File: config.mk
export PLATFORM = sky130hd
export DESIGN_NAME = vn_collector
export DESIGN_NICKNAME = d
export VERILOG_FILES = /design/src/rtl/vn_collector_pkg.sv /design/src/rtl/vn_collector_lowest_set_encoder.sv /design/src/rtl/vn_collector.sv
export SDC_FILE = /design/constraint.sdc
export NUM_CORES = 2
export LEC_CHECK = 0
export BUFFER_PORTS_ARGS = -buffer_cell sky130_fd_sc_hd__buf_2
export CAP_MARGIN = 20
export CORE_MARGIN = 8
export CORE_UTILIZATION = 54
export DETAILED_ROUTE_END_ITERATION = 8
export GPL_TIMING_DRIVEN = 0
export MAX_ROUTING_LAYER = met4
export PLACE_DENSITY = 0.82
export SETUP_SLACK_MARGIN = 0.02
export SKIP_LAST_GASP = 1
export SYNTH_ARGS = -nofsm -noshare
export SYNTH_HDL_FRONTEND = slang
export SYNTH_SLANG_ARGS = --single-unit
File: constraint.sdc
create_clock -name clk -period 24.8 [get_ports clk]
set_clock_uncertainty 0.2 [all_clocks]
set_input_delay 4.96 -clock clk [delete_from_list [all_inputs] [get_ports clk]]
set_output_delay 4.96 -clock clk [all_outputs]
set_load 0.005 [all_outputs]
File: src/rtl/vn_collector_pkg.sv
// Shared constants and types for the VN result collector.
package vn_collector_pkg;

  localparam int DATA_TYPE = 32;            // one FP32 result word
  localparam int NUM_AS    = 8;             // adder switches feeding one collector
  localparam int NUM_SLOTS = 2 * NUM_AS;    // two VN words per switch
  localparam int SLOT_BITS = 4;             // log2(NUM_SLOTS)
  localparam int VEC_DEPTH = 4;             // FIFO depth in vectors (power of 2)
  localparam int PTR_BITS  = 2;             // log2(VEC_DEPTH)

  // Slot mapping: switch k drives slot 2k (right VN) and slot 2k+1 (left VN).
  localparam int SLOT_RIGHT_OFS = 0;
  localparam int SLOT_LEFT_OFS  = 1;

  typedef logic [SLOT_BITS-1:0]           slot_t;
  typedef logic [NUM_SLOTS-1:0]           mask_t;
  typedef logic [DATA_TYPE-1:0]           word_t;
  typedef logic [NUM_SLOTS*DATA_TYPE-1:0] vec_t;
  typedef logic [PTR_BITS:0]              ptr_t;   // extra MSB separates full from empty

endpackage

File: src/rtl/vn_collector_lowest_set_encoder.sv
// Priority encoder: index of the lowest set bit of a mask, plus an any-set flag.
module lowest_set_encoder #(
  parameter int NUM_SLOTS = 16,
  parameter int SLOT_BITS = 4
) (
  input  logic [NUM_SLOTS-1:0] mask_i,
  output logic [SLOT_BITS-1:0] index_o,
  output logic                 any_o
);

  // Scan from the top down so the lowest set bit is the last one to win.
  always_comb begin
    index_o = '0;
    for (int i = NUM_SLOTS - 1; i >= 0; i--) begin
      index_o = mask_i[i] ? SLOT_BITS'(i) : index_o;
    end
    any_o = |mask_i;
  end

endmodule

File: src/rtl/vn_collector.sv
// Collects per-switch VN word vectors into a small FIFO and serializes the
// valid words, lowest slot first, onto a valid/ready stream. Overrun is
// flagged (sticky) because the adder switches cannot be stalled.
module vn_collector
  import vn_collector_pkg::*;
(
  input  logic                           clk,
  input  logic                           rst,
  input  logic [NUM_SLOTS*DATA_TYPE-1:0] i_vn,
  input  logic [NUM_SLOTS-1:0]           i_vn_valid,
  input  logic                           i_clear,
  output logic [DATA_TYPE-1:0]           o_data,
  output logic [SLOT_BITS-1:0]           o_slot,
  output logic                           o_valid,
  input  logic                           i_ready,
  output logic                           o_overflow,
  output logic                           o_busy,
  output logic [15:0]                    o_word_cnt
);

  vec_t  data_q [VEC_DEPTH];
  mask_t mask_q [VEC_DEPTH];
  ptr_t  wr_ptr_q, wr_ptr_d;
  ptr_t  rd_ptr_q, rd_ptr_d;
  logic  overflow_q, overflow_d;
  logic [15:0] word_cnt_q, word_cnt_d;

  logic [PTR_BITS-1:0] wr_idx_s, rd_idx_s;
  logic  empty_s, full_s;
  mask_t head_mask_s, onehot_s, rest_mask_s;
  vec_t  head_data_s;
  slot_t head_slot_s;
  logic  head_any_s;
  logic  hs_s, pop_s, push_req_s, push_s, drop_s;

  assign wr_idx_s = wr_ptr_q[PTR_BITS-1:0];
  assign rd_idx_s = rd_ptr_q[PTR_BITS-1:0];
  assign empty_s  = (wr_ptr_q == rd_ptr_q);
  assign full_s   = (wr_ptr_q[PTR_BITS] != rd_ptr_q[PTR_BITS]) && (wr_idx_s == rd_idx_s);

  // Stale masks may linger in freed entries after a clear, so gate on empty.
  assign head_mask_s = empty_s ? '0 : mask_q[rd_idx_s];
  assign head_data_s = data_q[rd_idx_s];

  lowest_set_encoder #(
    .NUM_SLOTS (NUM_SLOTS),
    .SLOT_BITS (SLOT_BITS)
  ) u_enc (
    .mask_i  (head_mask_s),
    .index_o (head_slot_s),
    .any_o   (head_any_s)
  );

  assign onehot_s    = mask_t'(1'b1) << head_slot_s;
  assign rest_mask_s = head_mask_s & ~onehot_s;
  assign hs_s        = head_any_s & i_ready;
  assign pop_s       = hs_s & (rest_mask_s == '0);
  assign push_req_s  = |i_vn_valid;
  // A full FIFO still accepts when the head retires in the same cycle.
  assign push_s      = push_req_s & (~full_s | pop_s);
  assign drop_s      = push_req_s & full_s & ~pop_s;

  assign o_valid    = head_any_s;
  assign o_busy     = ~empty_s;
  assign o_slot     = head_slot_s;
  assign o_data     = empty_s ? '0 : head_data_s[head_slot_s*DATA_TYPE +: DATA_TYPE];
  assign o_overflow = overflow_q;
  assign o_word_cnt = word_cnt_q;

  // Next-state for pointers, word counter and overflow flag; clear wins.
  always_comb begin
    wr_ptr_d   = wr_ptr_q;
    rd_ptr_d   = rd_ptr_q;
    word_cnt_d = word_cnt_q;
    overflow_d = overflow_q;
    if (i_clear) begin
      wr_ptr_d   = '0;
      rd_ptr_d   = '0;
      word_cnt_d = 16'd0;
      overflow_d = 1'b0;
    end else begin
      wr_ptr_d   = push_s ? (wr_ptr_q + ptr_t'(1)) : wr_ptr_q;
      rd_ptr_d   = pop_s  ? (rd_ptr_q + ptr_t'(1)) : rd_ptr_q;
      word_cnt_d = hs_s   ? (word_cnt_q + 16'd1)   : word_cnt_q;
      overflow_d = overflow_q | drop_s;
    end
  end

  // Control state and per-entry masks; push write comes last so it wins
  // when a full FIFO pops and refills the same entry.
  always_ff @(posedge clk or negedge rst) begin
    if (!rst) begin
      wr_ptr_q   <= '0;
      rd_ptr_q   <= '0;
      word_cnt_q <= 16'd0;
      overflow_q <= 1'b0;
      for (int i = 0; i < VEC_DEPTH; i++) begin
        mask_q[i] <= '0;
      end
    end else begin
      wr_ptr_q   <= wr_ptr_d;
      rd_ptr_q   <= rd_ptr_d;
      word_cnt_q <= word_cnt_d;
      overflow_q <= overflow_d;
      if (!i_clear) begin
        if (hs_s) begin
          mask_q[rd_idx_s] <= rest_mask_s;
        end
        if (push_s) begin
          mask_q[wr_idx_s] <= i_vn_valid;
        end
      end
    end
  end

  // Data payload storage; contents are only meaningful under a live mask.
  always_ff @(posedge clk) begin
    if (push_s && !i_clear) begin
      data_q[wr_idx_s] <= i_vn;
    end
  end

endmodule

; ---- Word level (Yosys, flattened, before mapping)
; Memory sizes are Yosys's and may differ from the RTL's.
; Cells that the tools add are included.
[totals]
ram_bits = 2048
output_inout_bits = 55
memories = 1
ff_bits = 87
[mem_list]
columns = memory, words, word_bits, rd, rd_ports_with_merged_regs, write_ports, line_no
row1 = data_q, 4, 512, 1, 0, 1, vn_collector.sv:21  ; vec_t data_q [VEC_DEPTH];
[op_classes]
n_lt_le_gt_ge = 4
add_sub_neg = 3
shifts = 2
n_eq_ne = 3
n_reduce_logical = 11
bitwise_logic = 14
mux = 39
[ops]
columns = cell, n
row1 = variable part select 512 x 10 -> 32 bit, 1
row2 = 2-to-1 mux 64 bit, 3
row3 = bitwise mux 64 bit, 2
row4 = 2-to-1 mux 16 bit, 7
row5 = demux 16 bit (select 2 bit), 2
row6 = 2-to-1 mux 4 bit, 16
row7 = binary-select mux 16 bit (select 2 bit), 1
row8 = 2-to-1 mux 32 bit, 1
row9 = OR reduction 16 bit, 2
row10 = "adder 16 x 1 -> 16 bit, second input constant", 1
row11 = bitwise AND 16 bit, 1
row12 = zero test 16 bit, 1
row13 = inverter 16 bit, 1
row14 = "left shift 1 x 4 -> 16 bit, first input constant", 1
row15 = 2-to-1 mux 3 bit, 4
row16 = "adder 3 x 1 -> 3 bit, second input constant", 2
row17 = ">= comparator 3 bit, second input constant", 2
row18 = "less-than comparator 3 x 1 -> 1 bit, second input constant", 2
row19 = inverter 2 -> 3 bit, 2
row20 = nonzero test 2 bit, 3
row21 = bitwise AND 1 bit, 5
row22 = logical AND 1 bit, 4
row23 = == test 3 bit, 1
row24 = 2-to-1 mux 1 bit, 3
row25 = 5 further kinds, 8

; ---- Depth between registers and ports, before layout
[logic_depth]
ltp_word = 31
depth_mapped = 17
ltp_nobuf = 12

; ---- Modules after synthesis
; Synthesis repeated with hierarchy kept, for this count alone.
[hier_totals]
cells_unflattened = 3769
hier_area_um2 = 84195.8
[by_module_without_submodules]
columns = module, n_inst, cells_each, area_per_inst_um2
row1 = vn_collector, 1, 3735, 84019.3
row2 = lowest_set_encoder, 1, 34, 176.4

; ---- Worst setup path before layout
; Ideal clock, no wire load.
[synth_path]
path_kind = input to register
start = in i_ready
end = mem data_q[1][0] in the netlist's numbering (enable)
slack_ns = -4.299
path_stages = 9
n_path_buf = 2
arrival_ns = 27.500
setup_time_ns = 1.399
cell_sequence = o31a_1 -> nand2_1 -> nand4b_1 -> a2111oi_4 -> a21o_1 -> buf_4 -> buf_2 -> nand2_1 -> nor2_1
[synth_between]
elab_chain_cells = 7
[synth_rtl]
columns = element, line_no
row1 = start: declaration, vn_collector.sv:15  ; input logic i_ready,
row2 = bitwise AND 1 bit, vn_collector.sv:56  ; assign hs_s = head_any_s & i_ready;
row3 = bitwise AND 1 bit, vn_collector.sv:57  ; assign pop_s = hs_s & (rest_mask_s == '0);
row4 = OR 1 bit, vn_collector.sv:60  ; assign push_s = push_req_s & (~full_s | pop_s);
row5 = bitwise AND 1 bit, vn_collector.sv:60
row6 = logical AND 1 bit, vn_collector.sv:118  ; if (push_s && !i_clear) begin
row7 = 2-to-1 mux 1 bit, vn_collector.sv:118
row8 = 2-to-1 mux 1 bit (not written as such), vn_collector.sv:119  ; data_q[wr_idx_s] <= i_vn;
row9 = end: declaration, vn_collector.sv:21
; No other way between the ends.

; ---- Final worst setup path
[layout_path]
start = reg rd_ptr_q[1]
end = out o_data[19]
[layout_between]
elab_chain_cells = 23
elab_cells_between_ends = 25
classes_between = eq/ne: 1 / shift: 1 / mux: 21 / bitwise: 1 / memory: 1
[layout_rtl]
columns = element, line_no
row1 = start: declaration, vn_collector.sv:24  ; ptr_t rd_ptr_q, rd_ptr_d;
row2 = start signal: assignment, vn_collector.sv:102  ; rd_ptr_q <= rd_ptr_d;
row3 = inverter 2 -> 3 bit (not written as such), vn_collector.sv:42  ; assign head_mask_s = empty_s ? '0 : mask_q[rd_idx_s];
row4 = binary-select mux 16 bit (select 2 bit), vn_collector.sv:42
row5 = 2-to-1 mux 16 bit (not written as such) (2 in a row), vn_collector.sv:42
row6 = 2-to-1 mux 16 bit, vn_collector.sv:42
row7 = 2-to-1 mux 4 bit (16 in a row), vn_collector_lowest_set_encoder.sv:15  ; index_o = mask_i[i] ? SLOT_BITS'(i) : index_o;
row8 = variable part select 512 x 10 -> 32 bit, vn_collector.sv:66  ; assign o_data = empty_s ? '0 : head_data_s[head_slot_s*DATA_TYPE +: DATA_TYPE];
row9 = 2-to-1 mux 32 bit *, vn_collector.sv:66
row10 = end: declaration, vn_collector.sv:12  ; output logic [DATA_TYPE-1:0] o_data,
; Mark *: on every way between the ends. The rest lies on a longest branch, timed or not. The select of a mux whose other input is x is not followed.

==> reports/qor.csv <==
metric;value;unit
hpwl dp;180;mm
register area;63700;um^2
routed vias;49100;
hold_sp;o_overflow$_DFF_PN0_;
Worst-path clk slew;0.06;ns
Post-Syn Nets;4849;
clock insertion delay at the later pin of the skew report;0.85;ns
Hold Vio Cnt, Final;0;
DRT iter0 DRCs;7656;
flop2flop setup slack;16.73;ns
most common cell in the netlist;edfxtp_1;
clock tree buffer depth;3;
DRC Markers;0;
Req. time, crit path;19.64;ns
Layout Nets;5762;
Cell Pwr Density;94.7;nW/um^2
Multi-input gate area;19200;um^2
clock root buffer;clkbuf_16;
Cells after Synth;4308;
YS warnings;0;
Post-CTS Setup Repair Bufs;0;
largest area contributor in the netlist;edfxtp_1;
Avg WL per Cell;34.5;um
post-cts resize count;0;
Leak;0.0326;uW
core box area;155000;um^2
Most used DFF post-synth;edfxtp_1;
clock sinks;2135;
Syn-to-layout area delta;17.7;%
Worst Setup End Kind;primary output;
achievable frequency;76.0;MHz
row count;145;
outcome;finished clean;
first-pass GRT wire length;360;mm
Min Clock Period, post-route;13.16;ns
EDFF count, synth;2048;
drt pass-1 iters;6;
r2r startpoint;rd_ptr_q[1]$_DFFE_PN0P_;
Distinct cells, synth;64;
largest net degree at the start of global routing;49;
TritonCTS Buffers;205;
worst rel slew slack;15.9;%
Post-synth top cells;edfxtp_1, nand2_1, mux4_2;
crit-path max FO;10;
Die Area;169000;um^2
max-cap check violation count;0;
io pins;587;
DIE WIDTH;411;um
WHS Path Cells;1;
Worst R2R End;data_q[0][15]$_DFFE_PP_;
Synth Cell Area;84200;um^2
post-synthesis sequential area ratio;75.6;%
CTS tree;yes;
vias in the first global route;48900;
Hold-fix buffers, CTS;0;
worst path arrival time;8.00;ns
layout cell share with drive strength beyond 1;29.6;%
Async SR Flop Fraction;4.07;%
Slew @ Worst Pin;1.25;ns
post-synth top area share;73.0;%
Die Ht;411;um
final setup violation count;0;
fin crit share;53.1;%
final core utilization;63.7;%
hold endpoint;o_overflow$_DFF_PN0_;
H-Tree Depth;4;
Port Buffers;585;
Worst IR Drop VDD;85.0;uV
#FFs+latches synth;2135;
RSZ-0062 raised after global routing;no;
Tot GR Track Use;31.1;%
Slew Viols, Final;0;
crit path kind;reg2out;
syn avg cell area;19.5;um^2
synth top area cells;edfxtp_1, mux4_2, nand2_1;
Setup crit start kind;flip-flop;
Initial Utilization;54.2;%
setup tns final;0;ns
vias per cell;6.42;
final wirelength;264;mm
worst min-delay path class;reg2reg;
ANT nets after route;0;
initial antenna violation count;214;
R2R depth;22;
Overflow after GRT;0;
gpl congestion;0.937;
filler instances;10100;
==> worst max-delay path, stage by stage (launching register included) <==
cell and delay, ns:
dfrtp_1 0.38, buf_2 0.33, buf_2 0.38, mux4_2 0.45
nor2b_1 0.18, a2111oi_2 0.33, o211a_1 0.24, a21oi_1 0.33
inv_2 0.40, clkbuf_1 0.82, clkbuf_1 0.84, clkbuf_1 0.50
nand2_1 0.17, a31oi_1 0.81, a211oi_1 0.45, nor3_1 0.24
buf_2 0.25
==> cells in the final DEF (no fill, tap or decap), drive strengths merged, types with 7 or more instances in the layout <==
cell / n
edfxtp: 2048
buf: 743
nand2: 596
mux4: 528
clkbuf: 488
diode: 209
and3: 102
a311oi: 96
clkinv: 94
dfrtp: 87
a21oi: 79
inv: 77
nand3: 73
nor2: 62
a221oi: 60
a31oi: 40
nor3: 33
a211oi: 32
and2: 18
bufinv: 15
xor2: 11
ha: 9
nand4: 8
o2bb2ai: 8
xnor2: 7
o21ai: 7
nor4: 7
==> layer usage <==
metal	track usage [%]	wire length, um	part of all wire (%)	vias to the layer above
met4	16.7	16900	6.4	0
met2	46.8	124000	47	3662
li1	-	-	-	19700
met1	37.0	87200	33	25100
met5	-	0	0	-
met3	11.1	36100	14	671
==> how the worst max path moves through the flow <==
stage	cells after the start	from	endpoint	slack, ns
6_report	16	rd_ptr_q[1]$_DFFE_PN0P_	o_data[19]	11.64
5_1_grt	16	rd_ptr_q[1]$_DFFE_PN0P_	o_data[19]	11.49
4_1_cts	16	rd_ptr_q[1]$_DFFE_PN0P_	o_data[20]	11.83
3_5_place_dp	16	rd_ptr_q[1]$_DFFE_PN0P_	o_data[19]	12.85
3_3_place_gp	10	i_ready	data_q[3][307]$_DFFE_PP_	-22.09
2_1_floorplan	9	i_ready	data_q[3][0]$_DFFE_PP_	-4.29
==> cell families after synthesis <==
kind of cell             Yosys count  synth area share [%]
buffers and inverters            348                  1.65
flip-flops                      2135                  75.6
XOR/XNOR                          18                 0.187
adder cells (fa/ha/maj)           10                 0.146
AND/OR/NAND/NOR                  919                  4.80
AO/OA/AOI/OAI                    349                  3.48
multiplexers                     529                  14.1
==> sequential cells by signal, indices dropped and copies added (netlist names) <==
register and flops:
o_overflow 1, mask_q 64, data_q 2048, wr_ptr_q 3, o_word_cnt 16, rd_ptr_q 3
==> cell type report <==
type / instances / share of cell area [%]
buffer: 275 / 1.13
timing repair buffer: 706 / 5.28
multi-input combinational: 1825 / 19.4
inverter: 73 / 0.277
clock inverter: 119 / 1.23
sequential: 2135 / 64.3
clock buffer: 250 / 5.35
tap: 2058 / 2.60
antenna: 209 / 0.528
==> where the power goes <==
part | switching, uW | internal [uW]
registers | 85.9 | 4250
clock network | 1390 | 1690
logic | 1420 | 559
==> metrics by stage <==
step | hold WS (ns) | total power [uW] | cell area [um^2] | setup slack (ns) | instances
2_1_floorplan | 0.251 | 5390 | 84200 | -4.29 | 4308
3_3_place_gp | 0.270 | 6390 | 89700 | -22.09 | 6951
3_5_place_dp | 0.275 | 6270 | 91800 | 12.85 | 7049
4_1_cts | 0.292 | 9320 | 98300 | 11.83 | 7418
5_1_grt | 0.311 | 9600 | 99000 | 11.49 | 7603
6_report | 0.289 | 9380 | 99100 | 11.64 | 7650
Note: power is estimated with default switching activity, not from simulation.
